$ cat src/rtl/comma_aligner_20b_if.sv
// rtl/comma_aligner_20b_if.sv - raw word in, aligned word and lock status out
// master drives the deserializer side; slave is the aligner.
interface comma_aligner_20b_if;
  logic [19:0] din;
  logic        din_en;
  logic        comma_detected;
  logic [19:0] aligned_data;
  logic [1:0]  fsm_state;
  logic        align_acquired;

  modport master (
    output din,
    output din_en,
    input  comma_detected,
    input  aligned_data,
    input  fsm_state,
    input  align_acquired
  );

  modport slave (
    input  din,
    input  din_en,
    output comma_detected,
    output aligned_data,
    output fsm_state,
    output align_acquired
  );
endinterface

$ cat src/rtl/comma_aligner_20b.sv
// rtl/comma_aligner_20b.sv - K28.5 comma search and word-boundary lock for a 20-bit 8b10b lane
// Output words carry two whole code groups with the comma-bearing group in [19:10].
module comma_aligner_20b (
  input  logic                       clock_pcs,
  input  logic                       reset,
  comma_aligner_20b_if.slave         bus
);

  typedef enum logic [1:0] {
    S_SEARCH  = 2'd0,
    S_CHECK   = 2'd1,
    S_LOCKED  = 2'd2,
    S_ILLEGAL = 2'd3
  } state_t;

  localparam logic [6:0] COMMA_NEG = 7'b0011111;
  localparam logic [6:0] COMMA_POS = 7'b1100000;

  state_t      state_q, state_d;
  logic [19:0] prev_q;
  logic [4:0]  offset_q, offset_d;
  logic [1:0]  cnt_q, cnt_d;
  logic        comma_q;
  logic [19:0] aligned_q, aligned_d;
  logic        acquired_q;

  logic [39:0] win;
  logic [39:0] win_shifted;
  logic [19:0] match;
  logic        any_match;
  logic        offset_hit;
  logic [4:0]  pmin;

  assign win = {prev_q, bus.din};

  // Candidate p looks at the 7 bits starting p bits after the oldest bit of the window.
  always_comb begin
    match = '0;
    for (int p = 0; p < 20; p++) begin
      match[p] = (win[39-p -: 7] == COMMA_NEG) || (win[39-p -: 7] == COMMA_POS);
    end
  end

  always_comb begin
    pmin = 5'd0;
    for (int p = 19; p >= 0; p--) begin
      if (match[p]) pmin = 5'(p);
    end
  end

  assign any_match  = |match;
  assign offset_hit = match[offset_q];

  always_comb begin
    state_d  = state_q;
    offset_d = offset_q;
    cnt_d    = cnt_q;
    case (state_q)
      S_SEARCH: begin
        if (any_match) begin
          offset_d = pmin;
          cnt_d    = 2'd1;
          state_d  = S_CHECK;
        end
      end
      S_CHECK: begin
        if (offset_hit) begin
          if (cnt_q + 2'd1 == 2'd3) begin
            cnt_d   = 2'd0;
            state_d = S_LOCKED;
          end else begin
            cnt_d = cnt_q + 2'd1;
          end
        end else if (any_match) begin
          offset_d = pmin;
          cnt_d    = 2'd1;
        end
      end
      S_LOCKED: begin
        if (offset_hit) begin
          cnt_d = 2'd0;
        end else if (any_match) begin
          // cnt already holds three misses: this is the fourth in a row.
          if (cnt_q == 2'd3) begin
            cnt_d   = 2'd0;
            state_d = S_SEARCH;
          end else begin
            cnt_d = cnt_q + 2'd1;
          end
        end
      end
      default: begin
        state_d = S_SEARCH;
      end
    endcase
  end

  // Slice(p) = win[39-p -: 20], taken at the offset chosen this cycle.
  assign win_shifted = win >> (6'd20 - {1'b0, offset_d});
  assign aligned_d   = win_shifted[19:0];

  always_ff @(posedge clock_pcs) begin
    if (reset) begin
      state_q    <= S_SEARCH;
      prev_q     <= '0;
      offset_q   <= '0;
      cnt_q      <= '0;
      comma_q    <= 1'b0;
      aligned_q  <= '0;
      acquired_q <= 1'b0;
    end else if (bus.din_en) begin
      state_q    <= state_d;
      prev_q     <= bus.din;
      offset_q   <= offset_d;
      cnt_q      <= cnt_d;
      comma_q    <= any_match;
      aligned_q  <= aligned_d;
      acquired_q <= (state_d == S_LOCKED);
    end else begin
      comma_q    <= 1'b0;
    end
  end

  assign bus.comma_detected = comma_q;
  assign bus.aligned_data   = aligned_q;
  assign bus.fsm_state      = state_q;
  assign bus.align_acquired = acquired_q;

endmodule

$ cat src/flat_wrapper.sv
// flat-port wrapper written by rule: the top's interface ports become plain ports
module comma_aligner_20b_flat 
  (clock_pcs, reset, bus_din, bus_din_en, bus_comma_detected, bus_aligned_data, bus_fsm_state, bus_align_acquired);
  comma_aligner_20b_if bus_i ();
  input  logic clock_pcs;
  input  logic reset;
  input wire logic [$bits(bus_i.din)-1:0] bus_din;
  input wire logic [$bits(bus_i.din_en)-1:0] bus_din_en;
  output wire logic [$bits(bus_i.comma_detected)-1:0] bus_comma_detected;
  output wire logic [$bits(bus_i.aligned_data)-1:0] bus_aligned_data;
  output wire logic [$bits(bus_i.fsm_state)-1:0] bus_fsm_state;
  output wire logic [$bits(bus_i.align_acquired)-1:0] bus_align_acquired;
  assign bus_i.din = bus_din;
  assign bus_i.din_en = bus_din_en;
  assign bus_comma_detected = bus_i.comma_detected;
  assign bus_aligned_data = bus_i.aligned_data;
  assign bus_fsm_state = bus_i.fsm_state;
  assign bus_align_acquired = bus_i.align_acquired;
  comma_aligner_20b u_core (.clock_pcs(clock_pcs), .reset(reset), .bus(bus_i));
endmodule
$ cat config.mk
export PLATFORM = sky130hd
export DESIGN_NAME = comma_aligner_20b_flat
export DESIGN_NICKNAME = d
export VERILOG_FILES = /design/src/rtl/comma_aligner_20b_if.sv /design/src/rtl/comma_aligner_20b.sv /design/src/flat_wrapper.sv
export SDC_FILE = /design/constraint.sdc
export NUM_CORES = 1
export LEC_CHECK = 0
export CORE_AREA = 2 2 97 99
export CTS_CLUSTER_DIAMETER = 120
export DETAILED_ROUTE_END_ITERATION = 7
export DIE_AREA = 0 0 99 101
export PLACE_DENSITY = 0.92
export SYNTH_ARGS = -nofsm -noshare
export SYNTH_HDL_FRONTEND = slang
export SYNTH_SLANG_ARGS = --single-unit
$ cat constraint.sdc
create_clock -name clock_pcs -period 13.63 [get_ports clock_pcs]
set_input_delay 2.726 -clock clock_pcs [delete_from_list [all_inputs] [get_ports clock_pcs]]
set_output_delay 2.726 -clock clock_pcs [all_outputs]
set_load 0.01 [all_outputs]
==> results_dict.tcl, run 1 <==
set metrics [dict create \
    synth_cell_type_count 69 \
    viasPerCell 7.10 \
    timing.critical_path.mode_cell "sky130_fd_sc_hd__mux2i_1" \
    cp-start-kind "input port" \
    power.ir.vdd_worst_mv 0.0734 \
    net-switching-power_mw 0.328 \
    layout_common_cells "sky130_fd_sc_hd__mux2i_1, sky130_fd_sc_hd__dfxtp_1, sky130_fd_sc_hd__nor2_1" \
    maxSlewViolCount 0 \
    multi_input_comb_area_sq_mm 0.00396 \
    power_report.internal_total_mw 0.436 \
    worstSetupEndpointType "flop" \
    critical_path_slowest_stage_cell "sky130_fd_sc_hd__and3b_2" \
    timing_hold_violations_final 0 \
    synth.net_count 622 \
    start_util 0.586 \
    timing.critical_path.cells "clkdlybuf4s50_1 -> or4_1 -> nor3_1 -> or2_2 -> a211oi_1 -> o41ai_1 -> a21oi_1 -> a22oi_1 -> and3b_2 -> ha_1 -> xnor2_4 -> buf_4 -> mux2i_1 -> mux2i_1 -> mux4_2 -> a22o_1 -> a21o_1" \
    drv_cap 0 \
    clock-sinks 51 \
    globalRoute.totalOverflow 0 \
    initialDrtViolationCount 527 \
    drt_wl_total_microns 15300 \
    placed_cell_area_sq_mm 0.00569 \
    cts_tree "yes" \
    worstPathBufferInverterCount 2 \
    sequential_cell_area_sq_mm 0.00102 \
    post_synth_edffs 0 \
    setup_viol 0 \
    synth_sequential_area_ratio 0.194 \
    holdCritPathClass "reg -> reg" \
    mostFrequentLayoutCell "sky130_fd_sc_hd__mux2i_1" \
    run_status "complete, no violations" \
    period_minus_slack_ps 8740 \
    netlist_area_sq_mm 0.00526 \
    setup.worst_path.class "in -> reg" \
    cts_hold_repair.buffers 0 \
    first_global_vias 4770 \
    fin_tns_setup_ps 0 \
    clkSlewWorstSetupHoldPaths_ps 90 \
    port_buffers 46 \
    clk-insertion-delay-late_ps 320 \
    place_hpwl_microns 11500 \
    swShare 0.430 \
    comb_power_share 0.624 \
    final.setup_skew_ps 5.29 \
    routedWlPerCell_microns 21.5 \
    std_cell_rows 35 \
    io_pins 47 \
    path_delay_family "simple AND/OR/NAND/NOR gates" \
    syn_avg_cell_area_sq_um 8.91 \
    ant_nets 0 \
    fmax_mhz 114 \
    dr.pass1.iters 6 \
    final_net_count 629 \
    synth.ff_latch_count 51 \
    crit_path_max_fanout 43 \
    drive_gt1_frac 0.107 \
    floorplan.die.width_microns 99 \
    worst-endpoint-arrival_ps 8960 \
    antenna_cells_inserted 0 \
    power.density_cell_area_mw_per_mm2 132 \
    grt_usage 0.304 \
    max_slew_margin 0.282 \
    tightest_slew_ps 1080 \
    die-height_microns 101 \
    finalCritPeriodShare 0.641 \
    initial_antenna_violation_count 0 \
    fraction_of_registers_with_async_set_reset 0 \
    postCtsSetupRepairBufs 0 \
    htreeDepth 2 \
    maximum_number_of_pins_on_one_net_before_global_route_repair 44 \
    rsz0062_at_grt "false" \
    synthCells 590 \
    numCtsBuffers 5 \
    totalPowerFinal_mw 0.765 \
    post_cts_resize_count 0 \
    area_growth_pct 9.83 \
    fill_cells 720 \
    share_clk_of_total_power 0.117 \
    power.leakage_nw 2.32 \
    stdcell_area_sq_mm 0.00577 \
    route.vias.total 5034 \
    route.detailed.drc 0 \
    clockBufferDepth 2 \
    placeableCoreArea_sq_mm 0.00898 \
    place_congestion 1.03 \
    die_area_sq_mm 0.0100 \
    grt_first_pass_wirelength_microns 24600 \
    cp_data_required_time_ps 13850 \
    cpPeakStageDelay_ps 940 \
    yosys_warnings 0 \
    sequentialPowerShare 0.260 \
    synth_ff_type "sky130_fd_sc_hd__dfxtp_1" \
    clock_tree.root_cell "sky130_fd_sc_hd__clkbuf_8" \
]
[registers in the layout (all words and copies together), names as in the netlist]
register	count
u_core.offset_q	5
u_core.cnt_q	2
u_core.bus.fsm_state	2
u_core.bus.align_acquired	1
u_core.bus.aligned_data	20
u_core.bus.comma_detected	1
u_core.prev_q	20
[per-layer routing]
| metal | vias up | wire length, microns | global-route usage |
|---|---|---|---|
| met3 | 63 | 1370 | 0.0444 |
| li1 | 2296 | - | - |
| met2 | 307 | 7340 | 0.513 |
| met1 | 2368 | 5910 | 0.387 |
| met5 | - | 0 | 0 |
| met4 | 0 | 639 | 0.138 |
[through the flow]
stage,hold slack [ps],utilization,worst slack (ps),instances
6_report,451,0.643,4890,709
5_1_grt,470,0.643,4580,709
4_1_cts,459,0.643,5000,709
3_5_place_dp,445,0.634,4670,701
3_3_place_gp,428,0.634,4870,701
2_1_floorplan,463,-,6170,590
[power groups by stage]
stage | Sequential [mW] | Combinational, mW | Clock (mW)
floorplan | 0.195 | 0.355 | 0
global placement | 0.199 | 0.452 | 0
detailed placement | 0.201 | 0.466 | 0
CTS | 0.198 | 0.468 | 0.0891
global route | 0.202 | 0.502 | 0.0957
finish | 0.198 | 0.477 | 0.0892
[logic make-up (layout without fill, tap and decap cells)]
logic type / after synthesis / after routing / share of synthesized area
and+or+nand+nor: 201 / 201 / 0.210
muxes: 143 / 143 / 0.342
AOI/OAI and AO/OA: 115 / 115 / 0.169
buffers and inverters: 68 / 76 / 0.0557
DFF: 51 / 51 / 0.194
adders and majority gates: 9 / 9 / 0.0214
xor gates and xnor gates: 3 / 3 / 0.00785
[Yosys cell counts (4+ instances only)]
cell                       number  area, sq um
sky130_fd_sc_hd__mux2i_1      108         1080
sky130_fd_sc_hd__dfxtp_1       51         1020
sky130_fd_sc_hd__nor2_1        49          184
sky130_fd_sc_hd__nand2_1       41          154
sky130_fd_sc_hd__clkbuf_1      35          131
sky130_fd_sc_hd__mux4_2        28          631
sky130_fd_sc_hd__a21oi_1       16         80.1
sky130_fd_sc_hd__a22oi_1       15          113
sky130_fd_sc_hd__inv_1         14         52.6
sky130_fd_sc_hd__o21ai_0       14         70.1
sky130_fd_sc_hd__a211oi_1      13         97.6
sky130_fd_sc_hd__nor3_1        13         65.1
sky130_fd_sc_hd__a221o_1       10          100
sky130_fd_sc_hd__nor4_1        10         62.6
sky130_fd_sc_hd__buf_2          9         45.0
sky130_fd_sc_hd__ha_1           9          113
sky130_fd_sc_hd__nand4_1        8         50.1
sky130_fd_sc_hd__nor4bb_1       7         70.1
sky130_fd_sc_hd__or4_1          7         52.6
sky130_fd_sc_hd__and2_1         6         37.5
sky130_fd_sc_hd__and3_1         6         37.5
sky130_fd_sc_hd__nand2b_1       6         37.5
sky130_fd_sc_hd__nor2b_1        6         37.5
sky130_fd_sc_hd__nor3b_1        6         45.0
sky130_fd_sc_hd__o31ai_1        6         45.0
sky130_fd_sc_hd__or3_1          6         37.5
sky130_fd_sc_hd__a21o_1         5         37.5
sky130_fd_sc_hd__buf_4          5         37.5
sky130_fd_sc_hd__a22o_1         4         35.0
sky130_fd_sc_hd__mux2_2         4         45.0
sky130_fd_sc_hd__nand3_1        4         20.0
sky130_fd_sc_hd__nand3b_1       4         30.0
sky130_fd_sc_hd__nand4b_1       4         35.0
sky130_fd_sc_hd__nor4b_1        4         35.0
sky130_fd_sc_hd__or2_2          4         25.0
[worst min-delay path, stage by stage, from the launching register on]
cell and delay (ps):
sky130_fd_sc_hd__dfxtp_1 320, sky130_fd_sc_hd__nand2_1 50, sky130_fd_sc_hd__nand2_1 40
[cell type report]
type | instances | share of cell area
multi-input combinational | 471 | 0.686
sequential | 51 | 0.177
timing repair buffer | 53 | 0.0888
tap | 111 | 0.0241
clock buffer | 7 | 0.0132
inverter | 15 | 0.00975
clock inverter | 1 | 0.000867
[worst paths after layout]
check / start / to / slack, ps / depth (start not counted)
setup / recovery: bus_din[19] / u_core.bus.aligned_data[1] / 4890 / 17
hold / removal: u_core.bus.aligned_data[0] / u_core.bus.aligned_data[0] / 450 / 2
setup reg to reg: u_core.prev_q[13] / u_core.bus.aligned_data[1] / 7280 / 16
hold reg to reg: u_core.bus.aligned_data[0] / u_core.bus.aligned_data[0] / 450 / 2
(Power assumes the default switching activity.)
==> inputs of run 2 (changes only) <==
--- a/config.mk
+++ b/config.mk
@@ -5,11 +5,11 @@
 export SDC_FILE = /design/constraint.sdc
 export NUM_CORES = 1
 export LEC_CHECK = 0
-export CORE_AREA = 2 2 97 99
+export CORE_AREA = 2 2 102 104
 export CTS_CLUSTER_DIAMETER = 120
 export DETAILED_ROUTE_END_ITERATION = 7
-export DIE_AREA = 0 0 99 101
-export PLACE_DENSITY = 0.92
+export DIE_AREA = 0 0 104 106
+export PLACE_DENSITY = 0.88
 export SYNTH_ARGS = -nofsm -noshare
 export SYNTH_HDL_FRONTEND = slang
 export SYNTH_SLANG_ARGS = --single-unit
==> constraint.sdc (replaced) <==
create_clock -name clock_pcs -period 7.5 [get_ports clock_pcs]
set_input_delay 1.5 -clock clock_pcs [delete_from_list [all_inputs] [get_ports clock_pcs]]
set_output_delay 1.5 -clock clock_pcs [all_outputs]
set_load 0.01 [all_outputs]
==> results_dict.tcl, run 2 (synthesized netlist as in run 1, its figures left out) <==
set metrics [dict create \
    place_hpwl_microns 11800 \
    grt_usage 0.280 \
    worstSetupEndpointType "flop" \
    numCtsBuffers 5 \
    power.density_cell_area_mw_per_mm2 241 \
    die_area_sq_mm 0.0110 \
    fmax_mhz 145 \
    run_status "complete, no violations" \
    clkSlewWorstSetupHoldPaths_ps 110 \
    start_util 0.526 \
    power.ir.vdd_worst_mv 0.107 \
    initialDrtViolationCount 373 \
    dr.pass1.iters 5 \
    first_global_vias 4792 \
    cell_count_of_the_worst_hold_path 2 \
    layout_common_cells "sky130_fd_sc_hd__mux2i_1, sky130_fd_sc_hd__dfxtp_1, sky130_fd_sc_hd__nor2_1" \
    clk-insertion-delay-late_ps 320 \
    drv_cap 0 \
    placeableCoreArea_sq_mm 0.0100 \
    final.setup_skew_ps 17.4 \
    holdCritPathClass "reg -> reg" \
    clock_tree.root_cell "sky130_fd_sc_hd__clkbuf_8" \
    die-height_microns 106 \
    cp-start-kind "input port" \
    antenna_cells_inserted 0 \
    viasPerCell 6.75 \
    post_cts_resize_count 0 \
    grt_first_pass_wirelength_microns 24900 \
    clock-sinks 51 \
    maximum_number_of_pins_on_one_net_before_global_route_repair 41 \
    max_slew_margin 0.154 \
    io_pins 47 \
    mostFrequentLayoutCell "sky130_fd_sc_hd__mux2i_1" \
    timing_hold_violations_final 0 \
    initial_antenna_violation_count 0 \
    cts_tree "yes" \
    cts_hold_repair.buffers 0 \
    ant_nets 0 \
    crit_path_max_fanout 13 \
    rsz0062_at_grt "false" \
    worst-endpoint-arrival_ps 7120 \
    drt_wl_total_microns 15400 \
    period_minus_slack_ps 6910 \
    power.leakage_nw 2.34 \
    totalPowerFinal_mw 1.41 \
    maxSlewViolCount 0 \
    rr_worst_depth 16 \
    drive_gt1_frac 0.115 \
    fin_worst_hold_slack_ps 445 \
    floorplan.die.width_microns 104 \
    clockBufferDepth 2 \
    htreeDepth 2 \
    tightest_slew_ps 1260 \
    globalRoute.totalOverflow 0 \
    fin_tns_setup_ps 0 \
    finalCritPeriodShare 0.921 \
    area_growth_pct 11.3 \
    final_net_count 633 \
    setup_viol 0 \
    port_buffers 46 \
    postCtsSetupRepairBufs 0 \
    routedWlPerCell_microns 20.9 \
    setup.worst_path.class "in -> reg" \
    place_congestion 0.986 \
    std_cell_rows 37 \
    route.detailed.drc 0 \
    cp_data_required_time_ps 7710 \
    route.vias.total 4985 \
]
-- run 2: cell types whose count changed in the layout (fill, tap and decap cells not counted), sizes merged --
cell | before | now
clkbuf | 7 | 6
clkinvlp | 0 | 1
buf | 7 | 11
-- run 2: cell type report --
class | instances | area [sq um]
clock buffers | 6 | 72.6
well taps | 136 | 170
multi-input cells | 471 | 3960
clock inverters | 2 | 12.5
fillers | 913 | 4150
repair buffers | 57 | 556
flip-flops and latches | 51 | 1020
inverters | 15 | 56.3
-- run 2: per-stage QoR --
stage          std cells   util  instance area [sq um]  setup WS, ps
2_1_floorplan        590      -                   5260          1260
3_3_place_gp         730  0.577                   5770           467
3_5_place_dp         730  0.577                   5770           350
4_1_cts              738  0.585                   5850           662
5_1_grt              738  0.585                   5850           196
6_report             738  0.585                   5850           589
-- run 2: path summary, 6_finish.rpt --
path              slack, ps                       start                          to
setup / recovery        590                 bus_din[19]  u_core.bus.aligned_data[1]
hold / removal          440  u_core.bus.aligned_data[0]  u_core.bus.aligned_data[0]
hold reg to reg         440  u_core.bus.aligned_data[0]  u_core.bus.aligned_data[0]
setup reg to reg       1660           u_core.prev_q[13]  u_core.bus.aligned_data[1]
-- run 2: layer usage --
layer,routed length (microns),global-route usage,vias up
met1,6270,0.350,2390
met5,0,0,-
met2,7500,0.480,242
li1,-,-,2308
met4,587,0.125,0
met3,1050,0.0423,45
-- run 2: power breakdown --
part,total (mW),internal [mW],switching [mW]
clock network,0.163,0.0655,0.0973
logic,0.886,0.429,0.457
registers,0.360,0.312,0.0479
-- run 2: critical path, stage by stage --
cell,delay (ps)
sky130_fd_sc_hd__clkdlybuf4s50_1,670
sky130_fd_sc_hd__or4_1,230
sky130_fd_sc_hd__nor3_1,70
sky130_fd_sc_hd__or4_1,530
sky130_fd_sc_hd__nor3b_1,380
sky130_fd_sc_hd__nand4_1,390
sky130_fd_sc_hd__a32o_1,330
sky130_fd_sc_hd__a211oi_1,510
sky130_fd_sc_hd__ha_1,370
sky130_fd_sc_hd__xnor2_4,240
sky130_fd_sc_hd__buf_4,300
sky130_fd_sc_hd__mux2i_1,400
sky130_fd_sc_hd__mux2i_1,270
sky130_fd_sc_hd__mux4_2,550
sky130_fd_sc_hd__a22o_1,220
sky130_fd_sc_hd__a21o_1,150
